[config.mk]
export PLATFORM = sky130hd
export DESIGN_NAME = multiply_seq
export DESIGN_NICKNAME = d
export VERILOG_FILES = /design/src/rtl/multiply_seq.sv
export SDC_FILE = /design/constraint.sdc
export NUM_CORES = 1
export LEC_CHECK = 0
export ABC_CLOCK_PERIOD_IN_PS = 5630
export BUFFER_PORTS_ARGS = -buffer_cell sky130_fd_sc_hd__buf_4
export CORE_AREA = 2 2 72 74
export DETAILED_ROUTE_END_ITERATION = 8
export DIE_AREA = 0 0 74 76
export GPL_TIMING_DRIVEN = 0
export PLACE_DENSITY = 0.81
export RECOVER_POWER = 50
export SYNTH_ARGS = -nofsm -noshare
export SYNTH_HDL_FRONTEND = slang
export SYNTH_SLANG_ARGS = --single-unit
[constraint.sdc]
create_clock -name clk -period 5.63 [get_ports clk]
set_input_delay 0 -clock clk [delete_from_list [all_inputs] [get_ports clk]]
set_output_delay 0 -clock clk [all_outputs]
set_load 0.1 [all_outputs]
[src/rtl/multiply_seq.sv]
// multiply_seq: sequential radix-2 shift-add multiplier.
// Supports signed (two's-complement) and unsigned operands, with valid/ready
// handshakes on both sides. The latency is fixed at L2 cycles in CALC.
// Signed operands are converted to magnitudes, multiplied unsigned, and the
// sign is applied once, when the result is loaded into the output register.

module multiply_seq #(
    parameter int L1 = 8,   // multiplicand width (>= 2)
    parameter int L2 = 8    // multiplier width (>= 2); also the iteration count
) (
    input  logic               clk,
    input  logic               rst_n,
    input  logic               in_valid,
    output logic               in_ready,
    input  logic [L1-1:0]      in1,
    input  logic [L2-1:0]      in2,
    input  logic               sgn,
    output logic               out_valid,
    input  logic               out_ready,
    output logic [L1+L2-1:0]   out
);

    localparam int PW = L1 + L2;          // product width
    localparam int CW = $clog2(L2 + 1);   // step counter width

    typedef enum logic [1:0] {
        IDLE = 2'd0,
        CALC = 2'd1,
        DONE = 2'd2
    } state_t;

    state_t           state_q, state_d;
    logic [L1-1:0]    mcand_q, mcand_d;   // multiplicand magnitude
    // Upper L1 bits hold the running partial sum. Lower L2 bits hold the
    // not-yet-consumed multiplier bits, which shift out one per step.
    logic [PW-1:0]    acc_q,   acc_d;
    logic             neg_q,   neg_d;     // result sign
    logic [CW-1:0]    cnt_q,   cnt_d;     // CALC steps already taken
    logic [PW-1:0]    out_q,   out_d;

    // Operand magnitudes, kept unsigned at full width so that the most
    // negative input maps to 2^(L-1) without overflow.
    logic [L1-1:0]    mag1;
    logic [L2-1:0]    mag2;
    assign mag1 = (sgn && in1[L1-1]) ? (~in1 + L1'(1)) : in1;
    assign mag2 = (sgn && in2[L2-1]) ? (~in2 + L2'(1)) : in2;

    // One shift-add step. The sum keeps its carry bit, and that bit becomes
    // the new MSB after the right shift.
    logic [L1:0]      sum;
    logic [PW-1:0]    step;
    logic [PW-1:0]    result;
    logic             last_step;
    assign sum       = {1'b0, acc_q[PW-1:L2]} + (acc_q[0] ? {1'b0, mcand_q} : '0);
    assign step      = {sum, acc_q[L2-1:1]};
    // Negating zero gives zero, so a zero product can never become a negative zero.
    assign result    = neg_q ? (~step + PW'(1)) : step;
    assign last_step = (cnt_q == CW'(L2 - 1));

    assign in_ready  = (state_q == IDLE);
    assign out_valid = (state_q == DONE);
    assign out       = out_q;

    // Next-state and datapath control for the IDLE -> CALC -> DONE sequence.
    always_comb begin
        // NOTE: every signal assigned in this block gets a default first. A path
        // that leaves a signal unassigned would otherwise infer a latch.
        state_d = state_q;
        mcand_d = mcand_q;
        acc_d   = acc_q;
        neg_d   = neg_q;
        cnt_d   = cnt_q;
        out_d   = out_q;

        case (state_q)
            IDLE: begin
                if (in_valid) begin
                    mcand_d = mag1;
                    acc_d   = {{L1{1'b0}}, mag2};
                    neg_d   = sgn & (in1[L1-1] ^ in2[L2-1]);
                    cnt_d   = '0;
                    state_d = CALC;
                end
            end
            CALC: begin
                // in_valid is not looked at here, so a new request cannot
                // disturb the operation in flight.
                acc_d = step;
                cnt_d = cnt_q + CW'(1);
                if (last_step) begin
                    out_d   = result;
                    state_d = DONE;
                end
            end
            DONE: begin
                if (out_ready) begin
                    state_d = IDLE;
                end
            end
            default: begin
                state_d = IDLE;
            end
        endcase
    end

    // State register. Reset is asynchronous and aborts any operation in flight.
    always_ff @(posedge clk or negedge rst_n) begin
        if (!rst_n) begin
            state_q <= IDLE;
            mcand_q <= '0;
            acc_q   <= '0;
            neg_q   <= 1'b0;
            cnt_q   <= '0;
            out_q   <= '0;
        end else begin
            // NOTE: non-blocking assignments, so every register samples the
            // values from before this edge, whatever the statement order.
            state_q <= state_d;
            mcand_q <= mcand_d;
            acc_q   <= acc_d;
            neg_q   <= neg_d;
            cnt_q   <= cnt_d;
            out_q   <= out_d;
        end
    end

endmodule

==> impl_metrics.ini, run 1 <==
[sta]
slew_headroom_pct = -59.92
fmax_mhz = 359.3
grt_setup_unrepaired = false
hold_viol_final = 0
tns_ps = 0
fin_crit_ps = 2783
tightest_slew_ps = 2399
slew_violations = 48
clock_skew_ps = 11.83
finalCritPeriodShare_pct = 49.43
final-setup-viol-count = 0

[detailed_routing]
wl_per_cell_um = 13.57
drt_iter0_drc = 81
dr.pass1.iters = 4
post-route-drc-count = 0
wl_um = 5969
vias = 2395
ant_nets = 0
vias_per_cell = 5.443

[layout]
nNetsFinal = 403
mostFrequentLayoutCell = nand2_1
final_layout_size_suffix_gt1_share_pct = 12.70
layout_common_cells = nand2_1 (49), dfrtp_1 (47), buf_4 (28), nor2_1 (25)
syn_to_final_growth_pct = 17.84
diodes = 0

[logic_synthesis]
synth_nets = 350
synthFlopType = dfrtp_1
synth_compound_area_share_pct = 18.91
synth.area.mux_share_pct = 1.953
synth-edff-count = 0
synth_xor_area_share_pct = 8.389
yosys.area_share.adder_pct = 6.036
ys_seq_elements = 47
synth_warnings = 0
netlist_area_um2 = 2819
seq_area_frac_synth_pct = 41.72
synth_cells = 316
synth.avg_cell_area_um2 = 8.921
synth_simple_gate_area_share_pct = 20.06
synth_top_family_by_area = simple AND/OR/NAND/NOR gates
async_flop_share_pct = 100.0
ys_types = 46

[cts]
htreeDepth = 2
cts_max_path_buffers = 2
cts_tree = done
post_cts_buffers = 0
clock_latency_ps = 300
ctsRootBufferMaster = clkbuf_8
clk_pin_slew_ps = 90
cts_buffers = 5
cts.sinks = 47

[die]
rows = 26
die_w_um = 74
core_um2 = 4912
num_io_pins = 39
start_util_pct = 57.39
die_height_um = 76
die_area_um2 = 5624

[place]
post-dp-hpwl_um = 4523
portBuffers = 38
finalWeightedCongestion = 0.8623

[grt]
grt_max_degree = 48
grt_overflow_total = 0
antenna_found_initial = 0
grt_pass1_wl_um = 9998
track_usage_pct = 22.49
first_global_vias = 2260

[critical_path]
path_cells = and2_1 -> ha_1 -> fa_1 -> xnor2_1 -> and2_1 -> o221ai_2 -> nor4_1 -> mux2i_1 -> nand2_1
cpMostUsedCell = and2_1
cpMaxStageDelayCell = dfrtp_1
worstPathArrival_ps = 2960
reg2reg_slack_ps = 2850
r2r-end = out[15]
reg2reg_from = acc_q[0]
critPathKind = flip-flop to flip-flop
end_kind = flip-flop
worstPathMaxFanout = 9
required_ps = 5810
worstRegToRegCells = 9
max_stage_delay_ps = 460
cp-start-kind = flip-flop

[min_path]
min_path_type = input pin to flip-flop
hold_end = acc_q[4]
min_path_cells = 3
worstHoldStart = in2[4]

[flow_run]
maxCapViolations = 1

[status]
status = complete, but fails checks
violations = max-capacitance violations, max-slew violations
-- critical path, delay by kind of cell, from the launching register on --
family | cells | cell delay (ps)
AO/OA/AOI/OAI | 1 | 130
flip-flops | 1 | 460
adder cells (fa/ha/maj) | 2 | 680
AND/OR/NAND/NOR | 4 | 820
multiplexers | 1 | 220
XOR/XNOR | 1 | 360
-- sequential cells by signal, summed over array words and instances, names as in the netlist --
signal,flops
cnt_q,4
neg_q,1
state_q,2
mcand_q,8
acc_q,16
out,16
-- area by class of cell --
class	count	area, µm²
well taps	70	87.58
clock buffers	5	68.82
fillers	416	1590
plain buffers	12	45.04
clock inverters	3	18.77
multi-input cells	247	1560
inverters	10	37.54
repair buffers	46	327.8
flip-flops and latches	47	1176
-- stage by stage --
| stage | hold slack (ps) | worst slack (ps) | std cells | instance area (µm²) | utilization, % |
|---|---|---|---|---|---|
| 2_1_floorplan | -295.6 | 2927 | 316 | 2819 | - |
| 3_3_place_gp | 35.11 | 2904 | 424 | 3192 | 64.98 |
| 3_5_place_dp | 35.68 | 2835 | 424 | 3192 | 64.98 |
| 4_1_cts | 0.4017 | 2805 | 440 | 3359 | 68.39 |
| 5_1_grt | 16.27 | 2618 | 440 | 3322 | 67.63 |
| 6_report | 6.967 | 2847 | 440 | 3322 | 67.63 |
-- cell usage after synthesis, types with 4 or more instances --
cell type	number	area [µm²]
a21oi_1	15	75.07
a22oi_1	7	52.55
and2_1	10	62.56
clkbuf_1	11	41.29
dfrtp_1	47	1176
ha_1	12	150.1
inv_1	10	37.54
mux2i_1	4	40.04
nand2_1	49	183.9
nand3_1	13	65.06
nor2_1	25	93.84
nor3_1	6	30.03
o21ai_0	21	105.1
o21ai_1	12	60.06
o31ai_1	6	45.04
xnor2_1	14	122.6
xor2_1	13	113.9
-- timing repair --
| item | in CTS | in global routing |
|---|---|---|
| resized for setup | 0 | 0 |
| hold buffers | 8 | 0 |
| endpoints found under the hold margin | 54 | 0 |
-- how the worst max path moves through the flow --
stage / startpoint / endpoint / slack (ps) / cells after the start
3_3_place_gp: acc_q[0] / out[15] / 2900 / 9
2_1_floorplan: state_q[1] / acc_q[1] / 2930 / 6
6_report: acc_q[0] / out[15] / 2850 / 9
3_5_place_dp: acc_q[0] / out[15] / 2840 / 9
4_1_cts: acc_q[0] / out[15] / 2800 / 9
5_1_grt: acc_q[0] / out[15] / 2620 / 9
-- cells by family after synthesis --
kind of cell,count (synthesis)
adders and majority gates,13
DFF,47
and+or+nand+nor,122
AOI/OAI and AO/OA,80
buffers and inverters,22
xor gates and xnor gates,27
muxes,5
-- routing by layer --
layer | wire length (µm) | share of wire, % | GRT usage (%) | up-vias
met3 | 203 | 3.4 | 3.042 | 4
met2 | 2938 | 49 | 37.32 | 45
li1 | - | - | - | 1215
met1 | 2760 | 46 | 29.99 | 1131
met5 | 0 | 0 | 0 | -
met4 | 67 | 1.1 | 7.455 | 0
Power of run 1 is left out: the tool's default activity adds up to more than one toggle a clock period on the data nets, which glitch-free logic cannot reach.
==> inputs of run 2 (changes only) <==
Settings changed: ABC_CLOCK_PERIOD_IN_PS 5630 to 2350, CORE_AREA 2 2 72 74 to 2 2 77 79, DIE_AREA 0 0 74 76 to 0 0 79 81, PLACE_DENSITY 0.81 to 0.75.
Clock period 5.63 ns to 2.35 ns, I/O delays scaled along.
==> run 2 against run 1 <==
Net effect:
- the run ends with negative hold slack, negative setup slack left
- die area rose by 14%
- first-iteration DRC count up 84%
- sequential share of layout area fell by 2.8 points
- via count rose by 3.8%
- worst hold slack got worse by 10 ps
- core utilization down 4.0 points
- global-route usage is 1.9 points lower
- largest cell class unchanged
- highest routed layer unchanged
==> impl_metrics.ini, run 2 (synthesis results as in run 1) <==
[critical_path]
cpMaxStageDelayCell = dfrtp_2
reg2reg_slack_ps = -100
r2r-end = out[15]
critPathKind = flip-flop to flip-flop
end_kind = flip-flop
max_stage_delay_ps = 410
path_cells = buf_6 -> and2_4 -> ha_1 -> a211oi_4 -> o21ba_4 -> o221ai_4 -> nor4_4 -> mux2i_1 -> nand2_1
worstPathMaxFanout = 8
cp-start-kind = flip-flop
reg2reg_from = acc_q[0]
worstRegToRegCells = 9
required_ps = 2540
worstPathArrival_ps = 2640

[sta]
fmax_mhz = 408.5
slew_violations = 0
grt_setup_unrepaired = true
whs_ps = -3.337
tightest_slew_ps = 1164
final-setup-viol-count = 4
final.setup.worst_slack_ps = -98.01
finalCritPeriodShare_pct = 104.2
fin_crit_ps = 2448
hold_viol_final = 1
slew_headroom_pct = 22.73
clock_skew_ps = 7.559

[status]
violations = negative hold slack, negative setup slack
status = complete, but fails checks

[min_path]
min_path_cells = 3
hold_end = acc_q[2]
worstHoldStart = in2[2]
min_path_type = input pin to flip-flop

[die]
die_height_um = 81
num_io_pins = 39
start_util_pct = 49.67
core_um2 = 5675
die_area_um2 = 6399
die_w_um = 79
rows = 28

[layout]
stdcell_count = 456
layout_common_cells = nand2_1 (49), dfrtp_1 (46), buf_4 (40), nor2_1 (23), o21ai_0 (21)
syn_to_final_growth_pct = 28.14
nNetsFinal = 415
final_layout_size_suffix_gt1_share_pct = 20.47
mostFrequentLayoutCell = nand2_1
utilization_pct = 63.65
diodes = 0

[grt]
track_usage_pct = 20.60
grt_overflow_total = 0
grt_pass1_wl_um = 10380
grt_max_degree = 48
antenna_found_initial = 0
first_global_vias = 2342

[detailed_routing]
dr.pass1.iters = 4
vias_per_cell = 5.452
wl_per_cell_um = 14.38
vias = 2486
wl_um = 6557
drt_iter0_drc = 149
post-route-drc-count = 0
ant_nets = 0

[flow_run]
maxCapViolations = 0

[cts]
cts_max_path_buffers = 2
cts_tree = done
htreeDepth = 2
ctsRootBufferMaster = clkbuf_8
clk_pin_slew_ps = 80
cts_buffers = 5
clock_latency_ps = 310
cts.sinks = 47

[place]
pre_cts_slack_ps = -201.0
dp.cells = 429
post-dp-hpwl_um = 4557
finalWeightedCongestion = 0.8527
portBuffers = 38
==> run 2: critical path, delay by kind of cell, from the launching register on <==
family                     cells  cell delay [ps]
muxes                          1              220
adders and majority gates      1              310
buffers and inverters          1              130
and+or+nand+nor                3              500
DFF                            1              410
AOI/OAI and AO/OA              3              750
==> run 2: repair_timing <==
action / 4_1_cts / 5_1_grt
pin swaps: 8 / 13
setup buffers: 8 / 3
hold buffers: 10 / 0
resized for setup: 10 / 13
endpoints found under the hold margin: 56 / 0
endpoints found under the setup margin: 4 / 6
==> run 2: routing by layer <==
| layer | track usage, % | routed length [µm] | vias up |
|---|---|---|---|
| met2 | 35.93 | 3305 | 63 |
| li1 | - | - | 1237 |
| met4 | 7.241 | 100 | 0 |
| met1 | 26.45 | 2874 | 1177 |
| met5 | 0 | 0 | - |
| met3 | 2.778 | 276 | 9 |
==> run 2: cell type report <==
| type | count | area, µm² |
|---|---|---|
| Sequential cell | 47 | 1177 |
| Multi-Input combinational cell | 247 | 1717 |
| Buffer | 12 | 45.04 |
| Timing Repair Buffer | 58 | 439.2 |
| Tap cell | 75 | 93.84 |
| Clock buffer | 6 | 72.57 |
| Fill cell | 478 | 2063 |
| Clock inverter | 1 | 30.03 |
| Inverter | 10 | 37.54 |
==> run 2: worst max path at each step <==
| stage | start | slack (ps) | end | cells past startpoint |
|---|---|---|---|---|
| 4_1_cts | acc_q[0] | -110 | out[15] | 9 |
| 5_1_grt | acc_q[0] | -210 | out[14] | 9 |
| 3_5_place_dp | acc_q[0] | -200 | out[15] | 9 |
| 2_1_floorplan | acc_q[0] | 9 | out[14] | 9 |
| 6_report | acc_q[0] | -100 | out[15] | 9 |
| 3_3_place_gp | acc_q[0] | -160 | out[14] | 9 |
==> run 2: through the flow <==
step	cell area, µm²	setup TNS (ps)	hold slack (ps)
2_1_floorplan	2845	0	-295.6
3_3_place_gp	3224	-479.1	39.06
3_5_place_dp	3224	-603.6	43.18
4_1_cts	3528	-153.6	4.288
5_1_grt	3612	-851.9	14.17
6_report	3612	-315.9	-3.337
Power of run 2 is left out for the same reason.
